## src/rtl/alu_nibble_sequencer_if.sv

```systemverilog
// Request, slice and response signal bundle for the nibble-serial ALU sequencer.
// The sequencer sits on the slave modport; the requester/slice side uses master.
interface alu_nibble_sequencer_if #(
    parameter int unsigned NIBBLES = 2
);
    localparam int unsigned W = 4 * NIBBLES;

    logic         req_valid;
    logic         req_ready;
    logic [W-1:0] req_a;
    logic [W-1:0] req_b;
    logic         req_cin;
    logic [2:0]   req_op;

    logic [3:0]   slice_a;
    logic [3:0]   slice_b;
    logic         slice_cin;
    logic [2:0]   slice_s;
    logic [3:0]   slice_out;
    logic         slice_cout;

    logic         rsp_valid;
    logic         rsp_ready;
    logic [W-1:0] rsp_result;
    logic         rsp_cout;

    modport master (
        output req_valid, req_a, req_b, req_cin, req_op,
        output slice_out, slice_cout,
        output rsp_ready,
        input  req_ready,
        input  slice_a, slice_b, slice_cin, slice_s,
        input  rsp_valid, rsp_result, rsp_cout
    );

    modport slave (
        input  req_valid, req_a, req_b, req_cin, req_op,
        input  slice_out, slice_cout,
        input  rsp_ready,
        output req_ready,
        output slice_a, slice_b, slice_cin, slice_s,
        output rsp_valid, rsp_result, rsp_cout
    );
endinterface

```

## src/rtl/alu_nibble_sequencer.sv

```systemverilog
// Drives one multi-nibble operation through a 4-bit ALU slice, LSB nibble first,
// chaining the carry in a register and returning the assembled result.
module alu_nibble_sequencer #(
    parameter int unsigned NIBBLES = 2
) (
    input  logic                 clk,
    input  logic                 rst_n,
    alu_nibble_sequencer_if.slave bus,
    output logic                 busy
);
    localparam int unsigned W    = 4 * NIBBLES;
    localparam int unsigned CntW = (NIBBLES > 1) ? $clog2(NIBBLES) : 1;

    typedef enum logic [1:0] {StIdle, StRun, StResp} state_e;

    state_e state_q, state_d;

    logic [W-1:0]    a_q, a_d;
    logic [W-1:0]    b_q, b_d;
    logic [W-1:0]    res_q, res_d;
    logic [2:0]      op_q, op_d;
    logic            carry_q, carry_d;
    logic            cout_q, cout_d;
    logic [CntW-1:0] cnt_q, cnt_d;

    logic [3:0] nib_a;
    logic [3:0] nib_b;
    logic       last;

    always_comb begin
        nib_a = '0;
        nib_b = '0;
        for (int unsigned k = 0; k < NIBBLES; k++) begin
            if (cnt_q == CntW'(k)) begin
                nib_a = a_q[4*k +: 4];
                nib_b = b_q[4*k +: 4];
            end
        end
    end

    assign last = (cnt_q == CntW'(NIBBLES - 1));

    // FSM state register
    always_ff @(posedge clk or negedge rst_n) begin
        if (!rst_n) begin
            state_q <= StIdle;
        end else begin
            state_q <= state_d;
        end
    end

    // FSM next state
    always_comb begin
        state_d = state_q;
        unique case (state_q)
            StIdle:  if (bus.req_valid)  state_d = StRun;
            StRun:   if (last)           state_d = StResp;
            StResp:  if (bus.rsp_ready)  state_d = StIdle;
            default:                     state_d = StIdle;
        endcase
    end

    // FSM outputs; slice ports held at zero outside RUN so the slice stays quiet
    always_comb begin
        bus.req_ready  = (state_q == StIdle);
        bus.rsp_valid  = (state_q == StResp);
        busy           = (state_q == StRun) || (state_q == StResp);
        bus.rsp_result = res_q;
        bus.rsp_cout   = cout_q;
        bus.slice_a    = '0;
        bus.slice_b    = '0;
        bus.slice_cin  = 1'b0;
        bus.slice_s    = '0;
        if (state_q == StRun) begin
            bus.slice_a   = nib_a;
            bus.slice_b   = nib_b;
            bus.slice_cin = carry_q;
            bus.slice_s   = op_q;
        end
    end

    // Datapath next state
    always_comb begin
        a_d     = a_q;
        b_d     = b_q;
        res_d   = res_q;
        op_d    = op_q;
        carry_d = carry_q;
        cout_d  = cout_q;
        cnt_d   = cnt_q;
        unique case (state_q)
            StIdle: begin
                if (bus.req_valid) begin
                    a_d     = bus.req_a;
                    b_d     = bus.req_b;
                    op_d    = bus.req_op;
                    carry_d = bus.req_cin;
                    cnt_d   = '0;
                end
            end
            StRun: begin
                for (int unsigned k = 0; k < NIBBLES; k++) begin
                    if (cnt_q == CntW'(k)) res_d[4*k +: 4] = bus.slice_out;
                end
                carry_d = bus.slice_cout;
                if (last) begin
                    cout_d = bus.slice_cout;
                    cnt_d  = '0;
                end else begin
                    cnt_d = cnt_q + CntW'(1);
                end
            end
            default: ;
        endcase
    end

    always_ff @(posedge clk or negedge rst_n) begin
        if (!rst_n) begin
            a_q     <= '0;
            b_q     <= '0;
            res_q   <= '0;
            op_q    <= '0;
            carry_q <= 1'b0;
            cout_q  <= 1'b0;
            cnt_q   <= '0;
        end else begin
            a_q     <= a_d;
            b_q     <= b_d;
            res_q   <= res_d;
            op_q    <= op_d;
            carry_q <= carry_d;
            cout_q  <= cout_d;
            cnt_q   <= cnt_d;
        end
    end
endmodule

```

## src/flat_wrapper.sv

```systemverilog
// flat-port wrapper written by rule: the top's interface ports become plain ports
module alu_nibble_sequencer_flat 
#(
    parameter int unsigned NIBBLES = 2
)
  (clk, rst_n, busy, bus_req_valid, bus_req_a, bus_req_b, bus_req_cin, bus_req_op, bus_slice_out, bus_slice_cout, bus_rsp_ready, bus_req_ready, bus_slice_a, bus_slice_b, bus_slice_cin, bus_slice_s, bus_rsp_valid, bus_rsp_result, bus_rsp_cout);
  alu_nibble_sequencer_if #(.NIBBLES(NIBBLES)) bus_i ();
  input  logic clk;
  input  logic rst_n;
  output logic busy;
  input wire logic [$bits(bus_i.req_valid)-1:0] bus_req_valid;
  input wire logic [$bits(bus_i.req_a)-1:0] bus_req_a;
  input wire logic [$bits(bus_i.req_b)-1:0] bus_req_b;
  input wire logic [$bits(bus_i.req_cin)-1:0] bus_req_cin;
  input wire logic [$bits(bus_i.req_op)-1:0] bus_req_op;
  input wire logic [$bits(bus_i.slice_out)-1:0] bus_slice_out;
  input wire logic [$bits(bus_i.slice_cout)-1:0] bus_slice_cout;
  input wire logic [$bits(bus_i.rsp_ready)-1:0] bus_rsp_ready;
  output wire logic [$bits(bus_i.req_ready)-1:0] bus_req_ready;
  output wire logic [$bits(bus_i.slice_a)-1:0] bus_slice_a;
  output wire logic [$bits(bus_i.slice_b)-1:0] bus_slice_b;
  output wire logic [$bits(bus_i.slice_cin)-1:0] bus_slice_cin;
  output wire logic [$bits(bus_i.slice_s)-1:0] bus_slice_s;
  output wire logic [$bits(bus_i.rsp_valid)-1:0] bus_rsp_valid;
  output wire logic [$bits(bus_i.rsp_result)-1:0] bus_rsp_result;
  output wire logic [$bits(bus_i.rsp_cout)-1:0] bus_rsp_cout;
  assign bus_i.req_valid = bus_req_valid;
  assign bus_i.req_a = bus_req_a;
  assign bus_i.req_b = bus_req_b;
  assign bus_i.req_cin = bus_req_cin;
  assign bus_i.req_op = bus_req_op;
  assign bus_i.slice_out = bus_slice_out;
  assign bus_i.slice_cout = bus_slice_cout;
  assign bus_i.rsp_ready = bus_rsp_ready;
  assign bus_req_ready = bus_i.req_ready;
  assign bus_slice_a = bus_i.slice_a;
  assign bus_slice_b = bus_i.slice_b;
  assign bus_slice_cin = bus_i.slice_cin;
  assign bus_slice_s = bus_i.slice_s;
  assign bus_rsp_valid = bus_i.rsp_valid;
  assign bus_rsp_result = bus_i.rsp_result;
  assign bus_rsp_cout = bus_i.rsp_cout;
  alu_nibble_sequencer #(.NIBBLES(NIBBLES)) u_core (.clk(clk), .rst_n(rst_n), .bus(bus_i), .busy(busy));
endmodule
```

## config.mk

```make
export PLATFORM = sky130hd
export DESIGN_NAME = alu_nibble_sequencer_flat
export DESIGN_NICKNAME = d
export VERILOG_FILES = /design/src/rtl/alu_nibble_sequencer_if.sv /design/src/rtl/alu_nibble_sequencer.sv /design/src/flat_wrapper.sv
export SDC_FILE = /design/constraint.sdc
export NUM_CORES = 1
export LEC_CHECK = 0
export BUFFER_PORTS_ARGS = -buffer_cell sky130_fd_sc_hd__buf_4
export CAP_MARGIN = 20
export CORE_ASPECT_RATIO = 0.5
export CORE_UTILIZATION = 38
export CTS_BUF_LIST = sky130_fd_sc_hd__clkbuf_4
export CTS_CLUSTER_SIZE = 40
export DETAILED_ROUTE_END_ITERATION = 10
export GPL_ROUTABILITY_DRIVEN = 0
export GPL_TIMING_DRIVEN = 1
export PLACE_DENSITY_LB_ADDON = 0.05
export SETUP_SLACK_MARGIN = 0.4
export SLEW_MARGIN = 20
export SYNTH_ARGS = -nofsm -noshare
export SYNTH_HDL_FRONTEND = slang
export SYNTH_SLANG_ARGS = --single-unit
```

## constraint.sdc

```tcl
create_clock -name clk -period 2 [get_ports clk]
set_input_delay 0.2 -clock clk [delete_from_list [all_inputs] [get_ports clk]]
set_output_delay 0.2 -clock clk [all_outputs]
set_load 0.02 [all_outputs]
```

# [Word level (Yosys, flattened, before mapping)]
# Index checks and enable logic that the tools add are counted.
[totals] regBits=32 inputBits=29 out_inout_bits=24 word_cells=39
[op_classes] mux=15 n_reduce_logical=8 n_bitwise=1 n_eq_ne=5 addsub=1
[op_table] op="2-to-1 mux 4 bit" count=4
[op_table] op="AND reduction 2 bit" count=4
[op_table] op="2-to-1 mux 2 bit" count=3
[op_table] op="one-hot mux 2 bit (3 select lines)" count=1
[op_table] op="2-to-1 mux 1 bit" count=4
[op_table] op="!= test 2 bit (second input constant)" count=2
[op_table] op="one-hot mux 1 bit (2 select lines)" count=2
[op_table] op="2-to-1 mux 3 bit" count=1
[op_table] op="AND reduction 3 bit" count=1
[op_table] op="equality test 2 x 1 -> 1 bit (second input constant)" count=1
[op_table] op="equality test 2 bit (second input constant)" count=1
[op_table] op="zero test 2 bit" count=1
[op_table] op="!= test 2 x 1 -> 1 bit (second input constant)" count=1
[op_table] op="nonzero test 2 bit" count=1
[op_table] op="adder 1 bit (second input constant)" count=1
[op_table] op="logical OR 1 bit" count=1
[op_table] op="NOT 1 bit" count=1

# [Depth between registers and ports, before layout]
# Gate-level depths: netlist (run 1).
[logic_depth] ltp_word=3 ltp_mapped=6

# [Worst setup path before layout (run 1)]
# Ideal clock, no wire load.
[synth_timing] path_kind="reg2reg" from="register u_core.state_q[0]" to="register u_core.a_q[3]" setup_time_ns=0.125 slack_ns=0.421 period_less_slack_ns=1.579 required_ns=1.875 stages_incl_launch_ff=6 t_arrival_ns=1.454 path_cell_list="dfrtp_1 -> inv_1 -> ha_1 -> nand2_4 -> buf_6 -> mux2_4"
[synth_between] elab_chain_len=2
[synth_lines] element="from (decl)" line_no="alu_nibble_sequencer.sv:16" source="state_e state_q, state_d;"
[synth_lines] element="from (signal assigned)" line_no="alu_nibble_sequencer.sv:46" source="state_q <= StIdle;"
[synth_lines] element="from (signal assigned)" line_no="alu_nibble_sequencer.sv:48" source="state_q <= state_d;"
[synth_lines] element="zero test 2 bit"
[synth_lines] element="named net bus_req_ready" line_no="flat_wrapper.sv:19" source="output wire logic [$bits(bus_i.req_ready)-1:0] bus_req_ready;"
[synth_lines] element="AND reduction 2 bit (no line)"
[synth_lines] element="to (signal assigned)" line_no="alu_nibble_sequencer.sv:119" source="a_q <= '0;"
[synth_lines] element="to (signal assigned)" line_no="alu_nibble_sequencer.sv:127" source="a_q <= a_d;"
[synth_lines] element="to (decl)" line_no="alu_nibble_sequencer.sv:18" source="logic [W-1:0] a_q, a_d;"
# The timed path passes the listed nets, and every way through them passes these cells.
# A chain may end at the register's enable or synchronous reset.

# [Final worst setup path (run 1)]
[layout_timing] from="register u_core.state_q[0]" to="output bus_slice_b[3]"
[layout_between] elab_chain_len=2
[layout_lines] element="equality test 2 x 1 -> 1 bit" line_no="alu_nibble_sequencer.sv:74" source="if (state_q == StRun) begin"
[layout_lines] element="2-to-1 mux 4 bit" line_no="alu_nibble_sequencer.sv:74"
[layout_lines] element="to (decl)" line_no="flat_wrapper.sv:21" source="output wire logic [$bits(bus_i.slice_b)-1:0] bus_slice_b;"
# No other way between the ends.

==> results_dict.tcl, run 1 <==
set metrics [dict create \
    synth_cells 107 \
    place_inst 209 \
    slew_violations 0 \
    critPathLaunchType "flip-flop" \
    routed_wl_um 3300 \
    port_buffers 52 \
    whs_path_depth 2 \
    dieHeight_um 46.9 \
    drc 0 \
    area_growth_syn_to_layout_pct 54.5 \
    max_slew_margin_pct 72.3 \
    syn_nets 140 \
    vias 1078 \
    clk_latency_ns 0.34 \
    timing.final.crit_share_pct 80.7 \
    fin_nets 211 \
    grt_pass1_vias 1070 \
    r2r_cells 6 \
    fmax_mhz 620 \
    ios 53 \
    avgViaCountPerCell 4.69 \
    grt_use_total_pct 15.7 \
    firstDrtPassIters 2 \
    final_area_mm2 0.00236 \
    drive_above_1_share_pct 72.1 \
    crit_path_end_kind "output pin" \
    core_mm2 0.00364 \
    cts_tree "built" \
    fp.dieW_um 91.7 \
    diodes 0 \
    netlist_area_mm2 0.00153 \
    clock_sinks 32 \
    worst_ir_drop_vdd_v 0.000754 \
    root_buffer "clkbuf_4" \
    skew_ns 0.00633 \
    holdCritPathClass "primary input to flip-flop" \
    synth_seq_cells 32 \
    fin_util_pct 64.9 \
    cellPowerDensity_mw_per_mm2 1750 \
    initial_utilization_pct 42.0 \
    cts_buffer_depth 2 \
    finalSetupTns_ns 0 \
    yosysWarnings 0 \
    rsz0062_at_grt "yes" \
    drv_cap 0 \
    grt_overflow 0 \
    tightestPinTransition_ns 0.415 \
    floorplan.rows 15 \
    finalHoldViolCount 0 \
    synth_cell_types 22 \
    status "completed" \
    post-route-min-period_ns 1.61 \
    p_leak_nw 1.11 \
    stdcell_count 230 \
    grt_first_pass_wirelength_um 4920 \
    antenna_left 0 \
    seq_area_frac_synth_pct 52.3 \
    path_class "flip-flop to output pin" \
    path_clk_slew_ns 0.10 \
    dieArea_mm2 0.00430 \
    dp_hpwl_um 2100 \
    crit_path_max_fanout 8 \
    avgRoutedWirePerCell_um 14.4 \
    setup_viol 0 \
    htreeDepth 2 \
    reg2reg_slack_ns 0.40 \
    syn_area_per_cell_um2 14.3 \
    cp_data_arrival_time_ns 1.41 \
    first_iter_violations 21 \
    numCtsBuffers 5 \
    cp_data_required_time_ns 1.80 \
    grt_max_degree 33 \
    dpl_cell_area_mm2 0.00197 \
    antenna_found_initial 0 \
]
-- report_power, final --
| part | internal (W) | switching [W] | leakage, nW |
|---|---|---|---|
| clock | 0.000162 | 0.000223 | 0.0338 |
| combinational | 0.00147 | 0.00102 | 0.701 |
| sequential | 0.000982 | 0.000275 | 0.377 |
| total | 0.00262 | 0.00152 | 1.11 |
-- layout make-up --
type | count | area (um^2)
well taps | 51 | 63.8
clock buffers | 7 | 52.6
fillers | 289 | 1280
multi-input cells | 69 | 857
repair buffers | 68 | 577
flip-flops and latches | 32 | 802
inverters | 2 | 7.51
clock inverters | 1 | 3.75
-- worst max-delay path, cell delays in order, from the launching register on --
cell     delay, ns
dfrtp_1       0.45
ha_4          0.21
buf_6         0.13
nor2b_2       0.16
buf_6         0.13
-- path summary, 6_finish.rpt --
check,from,to
hold / removal,bus_req_b[1],u_core.b_q[1]$_DFFE_PN0P_
hold reg to reg,u_core.op_q[0]$_DFFE_PN0P_,u_core.op_q[0]$_DFFE_PN0P_
min in group asynchronous,rst_n,u_core.a_q[4]$_DFFE_PN0P_
setup reg to reg,u_core.state_q[1]$_DFFE_PN0P_,u_core.state_q[0]$_DFFE_PN0P_
max in group asynchronous,rst_n,u_core.cnt_q$_DFFE_PN0P_
setup / recovery,u_core.state_q[0]$_DFFE_PN0P_,bus_slice_b[3]
-- metrics by stage --
stage	setup WS, ns	hold WS, ns	power, W
global placement	0.451	0.165	0.00300
CTS	0.345	0.0828	0.00369
detailed placement	0.423	0.167	0.00301
global route	0.317	0.0643	0.00438
finish	0.387	0.0851	0.00413
floorplan	0.421	-0.0956	0.00242
-- state kept, by name, summed over array words and instances (netlist names) --
signal / count
u_core.a_q: 8
u_core.b_q: 8
u_core.bus.rsp_cout: 1
u_core.bus.rsp_result: 8
u_core.carry_q: 1
u_core.cnt_q: 1
u_core.op_q: 3
u_core.state_q: 2
-- Yosys cell counts --
| cell type | number | area (um^2) |
|---|---|---|
| buf_4 | 1 | 7.51 |
| mux2i_1 | 8 | 80.1 |
| and2b_4 | 1 | 10.0 |
| a221o_1 | 1 | 10.0 |
| buf_6 | 2 | 22.5 |
| nor2b_1 | 10 | 62.6 |
| nand2b_1 | 2 | 12.5 |
| nand2_1 | 1 | 3.75 |
| mux2_4 | 10 | 150 |
| nor2b_4 | 1 | 13.8 |
| mux2_2 | 20 | 225 |
| inv_1 | 2 | 7.51 |
| a21oi_1 | 1 | 5.00 |
| nor2_1 | 1 | 3.75 |
| nand3_1 | 1 | 5.00 |
| nand2_4 | 1 | 11.3 |
| clkbuf_1 | 1 | 3.75 |
| o21ai_0 | 2 | 10.0 |
| nor3_2 | 1 | 10.0 |
| ha_1 | 4 | 50.1 |
| and2_1 | 4 | 25.0 |
| dfrtp_1 | 32 | 801 |
-- logic make-up after synthesis --
| group | Yosys count | synth area share [%] |
|---|---|---|
| flip-flops | 32 | 52.3 |
| multiplexers | 38 | 29.8 |
| buffers and inverters | 6 | 2.70 |
| AO/OA/AOI/OAI | 4 | 1.64 |
| AND/OR/NAND/NOR | 23 | 10.3 |
| adder cells (fa/ha/maj) | 4 | 3.27 |
-- placed cells by master, fill, tap and decap left out, types with 2 or more instances in the layout --
cell / count
clkbuf_4: 7
dfrtp_1: 31
buf_4: 50
mux2_4: 12
inv_2: 2
and2_4: 3
mux2_2: 18
nor2b_4: 7
ha_1: 2
mux2i_1: 2
mux2i_4: 6
ha_4: 2
buf_6: 17
nand2b_1: 2
o21ai_0: 2
nor2b_1: 3
-- repair_timing --
action,in CTS,in global routing
hold buffers,1,0
setup endpoints to repair,12,36
gates cloned,0,0
buffers inserted,7,5
pin swaps,0,1
gates resized for setup,19,33
endpoints found under the hold margin,32,0
-- per-layer routing --
layer / global-route usage (%) / part of all wire, % / vias to the layer above
met4: 4.69 / 0.85 / 0
met2: 25.4 / 46 / 31
met3: 7.61 / 7.5 / 6
li1: - / - / 506
met1: 19.5 / 45 / 535
met5: 0 / 0 / -
Note: power is estimated with default switching activity, not from simulation.
==> inputs of run 2 (changes only) <==
==> constraint.sdc (replaced) <==
create_clock -name clk -period 1.4 [get_ports clk]
set_input_delay 0.14 -clock clk [delete_from_list [all_inputs] [get_ports clk]]
set_output_delay 0.14 -clock clk [all_outputs]
set_load 0.02 [all_outputs]
==> run 2 against run 1 <==
Compared with the run above:
- the flow now finishes with violations (setup timing)
- power up 64%
- utilization grew 8.3 points
- design area is 13% higher
- global-route usage up 2.1 points
- critical path depth grew 2
- wire length rose by 8.7%
- highest routed layer unchanged
- count of clock-buffer cells in the layout down 1
- critical path type is now flip-flop to flip-flop
- non-clock buffer count rose by 15
==> results_dict.tcl, run 2 (synthesis results as in run 1) <==
set metrics [dict create \
    status "complete, but fails checks" \
    drv_cap 0 \
    clk_latency_ns 0.32 \
    r2r-start "u_core.state_q[0]$_DFFE_PN0P_" \
    holdCritPathClass "primary input to flip-flop" \
    first_iter_violations 41 \
    drive_above_1_share_pct 77.2 \
    final_cell_mix "42 x buf_4, 36 x buf_6, 31 x dfrtp_1, 30 x mux2_4, 9 x nor2b_4" \
    layout.cells.most_common "buf_4" \
    cp_data_required_time_ns 1.62 \
    setup_viol 40 \
    slew_violations 0 \
    finalSetupTns_ns -3.77 \
    cp.depth 6 \
    floorplan.rows 15 \
    post-route-min-period_ns 1.57 \
    dieArea_mm2 0.00430 \
    power_frac_comb_pct 66.6 \
    vias 1135 \
    core_mm2 0.00364 \
    reg2reg_slack_ns -0.17 \
    p_seq_share_pct 25.9 \
    htreeDepth 2 \
    dp_hpwl_um 2220 \
    diodes 0 \
    fin_hold_ws_ns 0.0375 \
    dp_slack_ns -0.0809 \
    grt_overflow 0 \
    cpMostUsedCell "buf_6" \
    critPathLaunchType "flip-flop" \
    startpoint "u_core.state_q[0]$_DFFE_PN0P_" \
    max_slew_margin_pct 72.0 \
    r2r-end "u_core.state_q[0]$_DFFE_PN0P_" \
    fin_ws_ns -0.172 \
    crit_path_end_kind "flip-flop" \
    cts_tree "built" \
    p_clk_share_pct 7.6 \
    place_inst 217 \
    stdcell_count 244 \
    timing.final.crit_share_pct 112 \
    fp.dieW_um 91.7 \
    firstDrtPassIters 4 \
    routed_wl_um 3590 \
    fin_nets 226 \
    skew_ns 0.00336 \
    p_leak_nw 1.31 \
    drc 0 \
    antenna_found_initial 0 \
    path_cells "ha_4, buf_6, nor2b_4, buf_6, nor3_4, mux2_4" \
    ios 53 \
    path_clk_slew_ns 0.10 \
    cts_buffer_depth 2 \
    p_int_w 0.00442 \
    grt_max_degree 33 \
    grt_pass1_vias 1124 \
    area_growth_syn_to_layout_pct 74.2 \
    dieHeight_um 46.9 \
    critPathTopFamily "flip-flops" \
    tightestPinTransition_ns 0.420 \
    p_switching_w 0.00237 \
    path_class "flip-flop to flip-flop" \
    max_stage_delay_ns 0.46 \
    p_sw_share_pct 34.9 \
    numCtsBuffers 5 \
    avgRoutedWirePerCell_um 14.7 \
    finalHoldViolCount 0 \
    rsz0062_at_grt "yes" \
    avgViaCountPerCell 4.65 \
    initial_utilization_pct 42.0 \
    cp_data_arrival_time_ns 1.79 \
    r2r_cells 6 \
    cellPowerDensity_mw_per_mm2 2550 \
    fmax_mhz 636 \
    root_buffer "clkbuf_4" \
    cp_num_buf_inv 2 \
    grt_first_pass_wirelength_um 5610 \
    clock_sinks 32 \
    port_buffers 52 \
    grt_use_total_pct 17.9 \
    violations "setup timing" \
    worst_ir_drop_vdd_v 0.00107 \
    endpoint "u_core.state_q[0]$_DFFE_PN0P_" \
    slowest_stage "dfrtp_2" \
    antenna_left 0 \
    crit_path_max_fanout 3 \
]
-- run 2: cell type report --
class | instances | area [um^2]
timing repair buffer | 83 | 813
tap | 51 | 63.8
inverter | 2 | 7.51
fill | 260 | 976
clock buffer | 6 | 45.0
clock inverter | 1 | 5.00
multi-input combinational | 69 | 928
sequential | 32 | 802
-- run 2: repair_timing --
item / 4_1_cts / 5_1_grt
hold buffers: 1 / 0
setup endpoints to repair: 56 / 56
gates resized for setup: 59 / 13
cloned: 1 / 0
buffers inserted: 9 / 9
pin swaps: 1 / 3
endpoints found under the hold margin: 32 / 0
-- run 2: layer usage --
metal	wire length, um	vias to the layer above	share of wire (%)	GRT usage [%]
met1	1760	555	49	24.2
met3	241	2	6.7	7.28
met5	0	-	0	0
li1	-	541	-	-
met4	8	0	0.22	3.75
met2	1580	37	44	27.8
-- run 2: worst min path at each step --
stage | slack [ns] | start | cells after the start | to
CTS | 0.02 | bus_req_b[1] | 2 | u_core.b_q[1]$_DFFE_PN0P_
finish | 0.04 | bus_req_b[7] | 2 | u_core.b_q[7]$_DFFE_PN0P_
global placement | 0.11 | rst_n | 1 | u_core.bus.rsp_result[7]$_DFFE_PN0P_
detailed placement | 0.11 | rst_n | 1 | u_core.bus.rsp_cout$_DFFE_PN0P_
floorplan | -0.16 | rst_n | 0 | u_core.a_q[0]$_DFFE_PN0P_
global route | 0.003 | bus_req_a[3] | 2 | u_core.a_q[3]$_DFFE_PN0P_
-- run 2: metrics by stage --
| step | area [um^2] | total power [W] | utilization, % |
|---|---|---|---|
| after floorplan | 1650 | 0.00391 | - |
| after global placement | 2150 | 0.00481 | 59.1 |
| after detailed placement | 2150 | 0.00486 | 59.1 |
| after CTS | 2550 | 0.00646 | 70.0 |
| after global routing | 2670 | 0.00716 | 73.2 |
| final | 2670 | 0.00678 | 73.2 |
-- run 2: power groups by stage --
stage	combinational, W	sequential [W]	clock (W)
after CTS	0.00419	0.00174	0.000534
after floorplan	0.00211	0.00179	0
after global routing	0.00477	0.00180	0.000588
after global placement	0.00314	0.00167	0
final	0.00452	0.00176	0.000512
after detailed placement	0.00319	0.00167	0
